File: src/rtl/nrzi_pkg.sv
// Shared types, defaults and width helpers for the NRZI serial receiver.
package nrzi_pkg;

  // Receiver frame state: hunting for sync, or collecting frame data.
  typedef enum logic {
    HUNT = 1'b0,
    DATA = 1'b1
  } state_e;

  // Default sync pattern for an 8-bit link.
  localparam logic [7:0] SYNC_DEFAULT = 8'hA5;

  // Bits needed for a counter that must be able to hold the value w.
  function automatic int unsigned cnt_width(input int unsigned w);
    return $clog2(w + 1);
  endfunction

endpackage

File: src/rtl/nrzi_bit_decoder.sv
// Line conditioning and NRZI decode: one decoded bit per bit strobe.
module nrzi_bit_decoder #(
  parameter bit INVERT = 1'b1
) (
  input  logic clk,
  input  logic rst,
  input  logic line_i,
  input  logic bit_en_i,
  output logic dbit_c_o,
  output logic dstb_c_o
);

  logic lvl_c;
  logic prev_q;

  assign lvl_c = line_i ^ INVERT;

  // Remember the level seen at the previous strobe.
  always_ff @(posedge clk) begin
    if (rst) begin
      prev_q <= 1'b0;
    end else if (bit_en_i) begin
      prev_q <= lvl_c;
    end
  end

  // No transition means a 1, a transition means a 0.
  assign dbit_c_o = (lvl_c == prev_q);
  assign dstb_c_o = bit_en_i;

endmodule

File: src/rtl/nrzi_deser_rx.sv
// NRZI receiver: sync hunt, fixed-length frame deserialization, valid/ready output.
module nrzi_deser_rx
  import nrzi_pkg::*;
#(
  parameter int unsigned      WIDTH       = 8,
  parameter int unsigned      FRAME_WORDS = 4,
  parameter bit               INVERT      = 1'b1,
  parameter logic [WIDTH-1:0] SYNC_WORD   = WIDTH'(SYNC_DEFAULT)
) (
  input  logic             clk,
  input  logic             rst,
  input  logic             line_i,
  input  logic             bit_en_i,
  output logic [WIDTH-1:0] m_data_o,
  output logic             m_valid_o,
  input  logic             m_ready_i,
  output logic             sync_o,
  output logic             in_frame_o,
  output logic             overrun_o
);

  localparam int unsigned CW  = cnt_width(WIDTH);
  localparam int unsigned WCW = 8;

  logic             dec_bit_c;
  logic             dec_stb_c;

  state_e           state_q;
  logic [WIDTH-1:0] shift_q;
  logic [WIDTH-1:0] shift_d;
  logic [CW-1:0]    hunt_cnt_q;
  logic [CW-1:0]    hunt_cnt_d;
  logic [CW-1:0]    bit_cnt_q;
  logic [WCW-1:0]   word_cnt_q;
  logic [WCW-1:0]   word_cnt_d;
  logic [WIDTH-1:0] m_data_q;
  logic             m_valid_q;
  logic             sync_q;
  logic             in_frame_q;
  logic             overrun_q;

  logic             word_done_c;
  logic             out_free_c;
  logic             retire_c;
  logic             sync_hit_c;
  logic             frame_end_c;

  nrzi_bit_decoder #(
    .INVERT (INVERT)
  ) u_dec (
    .clk      (clk),
    .rst      (rst),
    .line_i   (line_i),
    .bit_en_i (bit_en_i),
    .dbit_c_o (dec_bit_c),
    .dstb_c_o (dec_stb_c)
  );

  // Next values of the shift register and counters for the current strobe.
  always_comb begin
    shift_d     = {dec_bit_c, shift_q[WIDTH-1:1]};
    hunt_cnt_d  = (hunt_cnt_q == CW'(WIDTH)) ? hunt_cnt_q : hunt_cnt_q + CW'(1);
    word_cnt_d  = word_cnt_q + WCW'(1);
    word_done_c = (bit_cnt_q == CW'(WIDTH - 1));
    retire_c    = m_valid_q & m_ready_i;
    out_free_c  = ~m_valid_q | m_ready_i;
    sync_hit_c  = (hunt_cnt_d == CW'(WIDTH)) && (shift_d == SYNC_WORD);
    frame_end_c = (word_cnt_d == WCW'(FRAME_WORDS));
  end

  // Frame FSM, deserializer and output register.
  always_ff @(posedge clk) begin
    if (rst) begin
      state_q    <= HUNT;
      shift_q    <= '0;
      hunt_cnt_q <= '0;
      bit_cnt_q  <= '0;
      word_cnt_q <= '0;
      m_data_q   <= '0;
      m_valid_q  <= 1'b0;
      sync_q     <= 1'b0;
      in_frame_q <= 1'b0;
      overrun_q  <= 1'b0;
    end else begin
      sync_q <= 1'b0;
      if (retire_c) begin
        m_valid_q <= 1'b0;
      end
      if (dec_stb_c) begin
        shift_q <= shift_d;
        case (state_q)
          HUNT: begin
            hunt_cnt_q <= hunt_cnt_d;
            if (sync_hit_c) begin
              sync_q     <= 1'b1;
              state_q    <= DATA;
              bit_cnt_q  <= '0;
              word_cnt_q <= '0;
              in_frame_q <= 1'b1;
            end
          end
          DATA: begin
            if (word_done_c) begin
              bit_cnt_q  <= '0;
              word_cnt_q <= word_cnt_d;
              // Load overrides retirement so back-to-back words keep valid high.
              if (out_free_c) begin
                m_data_q  <= shift_d;
                m_valid_q <= 1'b1;
              end else begin
                overrun_q <= 1'b1;
              end
              if (frame_end_c) begin
                state_q    <= HUNT;
                in_frame_q <= 1'b0;
                hunt_cnt_q <= '0;
              end
            end else begin
              bit_cnt_q <= bit_cnt_q + CW'(1);
            end
          end
          default: state_q <= HUNT;
        endcase
      end
    end
  end

  assign m_data_o   = m_data_q;
  assign m_valid_o  = m_valid_q;
  assign sync_o     = sync_q;
  assign in_frame_o = in_frame_q;
  assign overrun_o  = overrun_q;

endmodule

File: config.mk
export PLATFORM = sky130hd
export DESIGN_NAME = nrzi_deser_rx
export DESIGN_NICKNAME = d
export VERILOG_FILES = /design/src/rtl/nrzi_pkg.sv /design/src/rtl/nrzi_bit_decoder.sv /design/src/rtl/nrzi_deser_rx.sv
export SDC_FILE = /design/constraint.sdc
export NUM_CORES = 1
export LEC_CHECK = 0
export CAP_MARGIN = 20
export CORE_MARGIN = 2
export CORE_UTILIZATION = 31
export DETAILED_ROUTE_END_ITERATION = 10
export HOLD_SLACK_MARGIN = 0.02
export PLACE_DENSITY = 0.57
export SYNTH_ARGS = -nofsm -noshare
export SYNTH_HDL_FRONTEND = slang
export SYNTH_SLANG_ARGS = --single-unit
File: constraint.sdc
create_clock -name clk -period 2.4 [get_ports clk]
set_input_delay 0.48 -clock clk [delete_from_list [all_inputs] [get_ports clk]]
set_output_delay 0.48 -clock clk [all_outputs]
set_load 0.02 [all_outputs]
## Word-level counts from Yosys, hierarchy flattened

Index checks and enable logic that the tools add are counted.

- $add $sub $neg: 3
- Eq/ne operators: 9
- Multiplexer cells: 23
- Bitwise operators: 7
- Reductions and logical operators: 8

Operator list:

| cell | number |
|---|---|
| 2-to-1 mux 4 bit | 5 |
| 2-to-1 mux 8 bit | 2 |
| case mux 4 bit (2 select lines) | 2 |
| case mux 8 bit (2 select lines) | 1 |
| AND reduction 4 bit | 3 |
| 2-to-1 mux 1 bit | 11 |
| adder 4 x 1 -> 4 bit (second input constant) | 2 |
| adder 8 x 1 -> 8 bit (second input constant) | 1 |
| equality test 4 bit (second input constant) | 2 |
| equality test 8 x 3 -> 1 bit (second input constant) | 1 |
| equality test 8 bit (second input constant) | 1 |
| AND reduction 3 bit | 2 |
| NOT 1 bit | 5 |
| equality test 4 x 3 -> 1 bit (second input constant) | 1 |
| inequality test 2 x 1 -> 1 bit (second input constant) | 2 |
| case mux 1 bit (2 select lines) | 2 |
| OR reduction 3 bit | 1 |
| inequality test 2 bit (second input constant) | 1 |
| AND reduction 2 bit | 1 |
| AND 1 bit | 1 |
| equality test 1 bit | 1 |
| logical AND 1 bit | 1 |
| OR 1 bit | 1 |

- Flip-flop bits (word level): 38
- Logic and storage cells: 61

## Logic depth before layout (Yosys ltp)

Gate-level depths: netlist of the first run.

- Depth after elaboration: 6
- Mapped depth: 8
- Mapped depth without buffers: 7

## Cells and area by module

From an unflattened synthesis of the first run, not the netlist that was laid out.

- Cell total of the unflattened synthesis: 214
- Area total of the unflattened synthesis: 1875.5 µm²

By module, submodules not included:

| module | times used | cells each | area each (µm²) | sequential area each (µm²) |
|---|---|---|---|---|
| nrzi_deser_rx | 1 | 209 | 1823.0 | 720.7 |
| nrzi_bit_decoder | 1 | 5 | 52.6 | 20.0 |

## Worst setup path before layout of the first run

No wires, ideal clock.

- Kind: register to register
- From: reg hunt_cnt_q[0]
- To: reg word_cnt_q[2]
- Setup time: 0.132 ns
- Arrival time: 1.946 ns
- Path slack: 0.322 ns
- Cell stages (with the launch flop): 8
- Path through: dfxtp_1 inv_1 ha_1 or4b_4 nor3_4 nand2_2 nor4_1 nor4_1

- Cells in the longest elaborated chain, start to end: 6

Ends and longest elaborated chain:

| what | RTL line | RTL |
|---|---|---|
| start, declared | nrzi_deser_rx.sv:31 | `logic [CW-1:0] hunt_cnt_q;` |
| start signal, assigned | nrzi_deser_rx.sv:93 | `hunt_cnt_q <= hunt_cnt_d;` |
| adder 4 x 1 -> 4 bit / equality test 4 bit (equally long branches) | nrzi_deser_rx.sv:62 | `hunt_cnt_d = (hunt_cnt_q == CW'(WIDTH)) ? hunt_cnt_q : hunt_cnt_q + CW'(1);` |
| 2-to-1 mux 4 bit (*) | nrzi_deser_rx.sv:62 |  |
| equality test 4 bit (*) | nrzi_deser_rx.sv:67 | `sync_hit_c = (hunt_cnt_d == CW'(WIDTH)) && (shift_d == SYNC_WORD);` |
| logical AND 1 bit (*) | nrzi_deser_rx.sv:67 |  |
| inequality test 2 bit (no source line) (*) | -- |  |
| AND reduction 3 bit (no source line) (*) | -- |  |
| end signal, assigned | nrzi_deser_rx.sv:105 | `word_cnt_q <= word_cnt_d;` |
| end, declared | nrzi_deser_rx.sv:34 | `logic [WCW-1:0] word_cnt_q;` |

Mark *: on every way between the ends. The rest lies on a longest branch, timed or not.
A chain may end at the register's enable or synchronous reset.

## Worst setup path in the final report of the first run

- From: reg hunt_cnt_q[1]
- To: reg word_cnt_q[2]

Same word-level chain as after synthesis.

==> summary.md, run 1 <==
| Metric | Value |
|---|---|
| Chip height | 81 microns |
| Most used routing layer | met2 |
| Simple-gate portion of the synthesized area | 25.8% |
| Max Root-Sink Buffers | 2 |
| P&R area growth vs syn | 16.3% |
| Mux cell area share after synthesis | 8.17% |
| CTS tree | yes |
| CP startpoint | hunt_cnt_q[1]$_SDFFE_PP0P_ |
| RSZ-0062 raised after global routing | no |
| Drt wl/cell | 12.5 microns |
| CTS root buffer | clkbuf_8 |
| Port Buf Inserts | 16 |
| Asr flop ratio synth | 0% |
| Clock sink count | 37 |
| Status | finished clean |
| VDD IR max | 0.337 mV |
| Cts repair resizes | 0 |
| Vias | 1,490 |
| Tcrit/Tclk final | 91.1% |
| Critical path startpoint category | flop |
| Initial antenna violation count | 0 |
| Syn_nets | 215 |
| Clock share of power | 38.9% |
| DRC Markers | 0 |
| Met1 usage | 18.0% |
| DR vias/cell | 5.00 |
| Setup crit end kind | flop |
| Core region area | 0.00582 sq mm |
| Die width | 81 microns |
| Tot Pwr | 1.14 mW |
| Clock latency on the worst-skew pair | 290 ps |
| DRT iter0 DRCs | 98 |
| Clock Skews | 4.48 ps |
| Num CTS Buffers | 5 |
| Final Setup Violations | 0 |
| Antenna viol nets, final | 0 |
| # fillers | 649 |
| Hold Path Class | flop to flop |
| Io pins | 17 |
| RePlAce Congestion | 0.813 |
| Vias in the first global route | 1,393 |
| Max Cap Viol | 0 |
| Routing usage on met2 | 18.1% |
| Slew margin rel. | 62.2% |
| Main synth FF type | dfxtp_1 |
| Post-synthesis register bit count | 37 |
| First-pass GRT wire length | 6.46 mm |
| Syn Inst Count | 206 |
| Die area | 0.00656 sq mm |
| Final Max Slew Viols | 0 |
| Initial core utilization | 31.6% |
| Hold_ws | 485 ps |
| Gate power share | 6.1% |
| Pre-CTS setup slack | 189 ps |
| Yosys warnings | 0 |
| Number of core rows | 28 |
| Largest family of logic cells by synthesized area | simple AND/OR/NAND/NOR gates |
| CP arrival | 2360 ps |
| Hold wc startpoint | overrun_o$_SDFFE_PP0P_ |
| Post-Synth XOR/XNOR Area | 1.43% |
| Setup TNS | 0 ps |
| H-Tree Depth | 2 |
| All-Layer GR Usage | 12.5% |
| Final #Nets | 231 |
| Setup bufs post-CTS | 0 |
| CP required | 2570 ps |
| Met3 Use GR | 3.56% |
| Ant. Diodes | 0 |
| Worst-margin pin slew | 567 ps |
| Fin cells | 298 |
| Number of flops mapped to enable cells by yosys | 0 |
| Cell Int Power | 0.853 mW |
| Drt pass-1 iters | 4 |
| Final worst slack | 213 ps |
| Sequential group share of total power | 55.0% |
| # hold bufs at CTS | 0 |
| Sequential fraction of the synthesis area | 40.3% |
| Final wirelength | 3.72 mm |
| Synthesized area | 0.00184 sq mm |
| Placed Cells incl. Taps | 290 |
| Minimum clock period after layout | 2190 ps |
| P_sw | 0.287 mW |
| Mapped Avg Cell Area | 8.92 sq um |
| Layout cells sized above 1 | 10.8% |
| Pin count of the biggest net entering global routing | 21 |
| P_leak | 0.792 nW |
| Dpl hpwl | 2.58 mm |
| Grt ovf | 0 |
| Clock slew at reported path FFs | 80 ps |
| Crit Path Class | flop to flop |
| Final hold vios | 0 |
| Adder-cell area share of the yosys netlist | 2.72% |
| Power density over the cells | 533 mW/mm^2 |
| Fmax | 0.457 GHz |
| Sw Ratio | 25.2% |
| Synth Area in Compound Gates | 15.7% |
| Reg-to-Reg Start | hunt_cnt_q[1]$_SDFFE_PP0P_ |
| Crit Path Max Fanout | 6 |
| Yosys cell types | 47 |
## critical path, stage by stage (launching register included)
cell and delay [ps]:
dfxtp_1 420, inv_1 60, ha_1 290, or4b_4 500, nor3_4 260, nand2_2 80, nor4_1 350, nor4_1 100
## cells in the mapped netlist (2+ instances only)
cell,number,area share (%)
nor4_1,4,1.4
ha_1,4,2.7
buf_2,3,0.82
nand2_1,9,1.8
nand4_1,4,1.4
nand3_1,9,2.5
nor2_1,33,6.7
nor2b_1,4,1.4
nor3_1,6,1.6
a21oi_1,11,3.0
nor3b_1,2,0.82
a211oi_1,3,1.2
and3_1,3,1.0
o32ai_1,2,0.95
o21ai_0,5,1.4
clkbuf_8,3,2.2
a31oi_1,3,1.0
xnor2_1,2,0.95
o31ai_1,2,0.82
and3b_1,2,0.95
nand2b_1,3,1.0
dfxtp_1,37,40
a21oi_2,2,0.95
mux2i_1,15,8.2
a311oi_1,4,1.9
clkbuf_1,6,1.2
inv_1,5,1.0
## sequential cells by signal (all words and copies together) (netlist names), 4 cells and up
signal,count
word_cnt_q,8
hunt_cnt_q,4
shift_q,7
m_data_o,8
bit_cnt_q,4
## cells in the final DEF (no fill, tap or decap), types with 5 or more instances in the layout
cell type	Yosys	layout
nor3_1	6	6
o21ai_0	5	5
clkbuf_8	3	5
buf_4	0	6
inv_1	5	5
dfxtp_1	37	37
nand3_1	9	9
mux2i_1	15	15
clkdlybuf4s50_1	0	16
nor2_1	33	33
a21oi_1	11	11
nand2_1	9	9
## cell families after synthesis
kind of cell | Yosys count
compound gates | 41
buf+inv | 18
flops | 37
mux | 15
fa+ha+maj | 4
simple gates | 88
xor+xnor | 3
## metrics by stage
| step | utilization, % | cell area (sq um) |
|---|---|---|
| after floorplan | - | 1840 |
| after global placement | 35.2 | 2050 |
| after detailed placement | 35.2 | 2050 |
| after CTS | 36.8 | 2140 |
| after global routing | 36.8 | 2140 |
| final | 36.8 | 2140 |
## final cells by class
type | count | area [sq um] | share of cell area, %
Inverter | 5 | 18.8 | 0.878
Tap cell | 75 | 93.8 | 4.39
Clock inverter | 3 | 22.5 | 1.05
Multi-Input combinational cell | 151 | 988 | 46.2
Timing Repair Buffer | 22 | 205 | 9.60
Clock buffer | 5 | 68.8 | 3.22
Sequential cell | 37 | 741 | 34.6
## power by group through the flow
stage | Combinational (mW) | Clock [mW] | Sequential, mW
floorplan | 0.0521 | 0 | 0.641
global placement | 0.0700 | 0 | 0.641
detailed placement | 0.0702 | 0 | 0.642
CTS | 0.0705 | 0.459 | 0.627
global route | 0.0778 | 0.491 | 0.628
finish | 0.0696 | 0.444 | 0.627
## path summary, 6_finish.rpt
kind                                              endpoint  slack [ps]  cells after the start
worst max-delay path            word_cnt_q[2]$_SDFFE_PP0P_         210                      7
worst min-delay path                overrun_o$_SDFFE_PP0P_         480                      2
worst max register to register  word_cnt_q[2]$_SDFFE_PP0P_         210                      7
worst min register to register      overrun_o$_SDFFE_PP0P_         480                      2
## per-layer routing
layer  routed length [microns]  vias up
met5                         0        -
met3                       157        5
met4                        36        0
met1                      1920      685
li1                          -      773
met2                      1610       27
Power figures use the tool's default switching activity.
==> run 2, diff against run 1 <==
--- a/config.mk
+++ b/config.mk
@@ -8,6 +8,7 @@
 export CAP_MARGIN = 20
 export CORE_MARGIN = 2
 export CORE_UTILIZATION = 31
+export CTS_CLUSTER_SIZE = 12
 export DETAILED_ROUTE_END_ITERATION = 10
 export HOLD_SLACK_MARGIN = 0.02
 export PLACE_DENSITY = 0.57
==> results of run 2 <==
The final DEF is identical to that of run 1; final timing and power are the same.
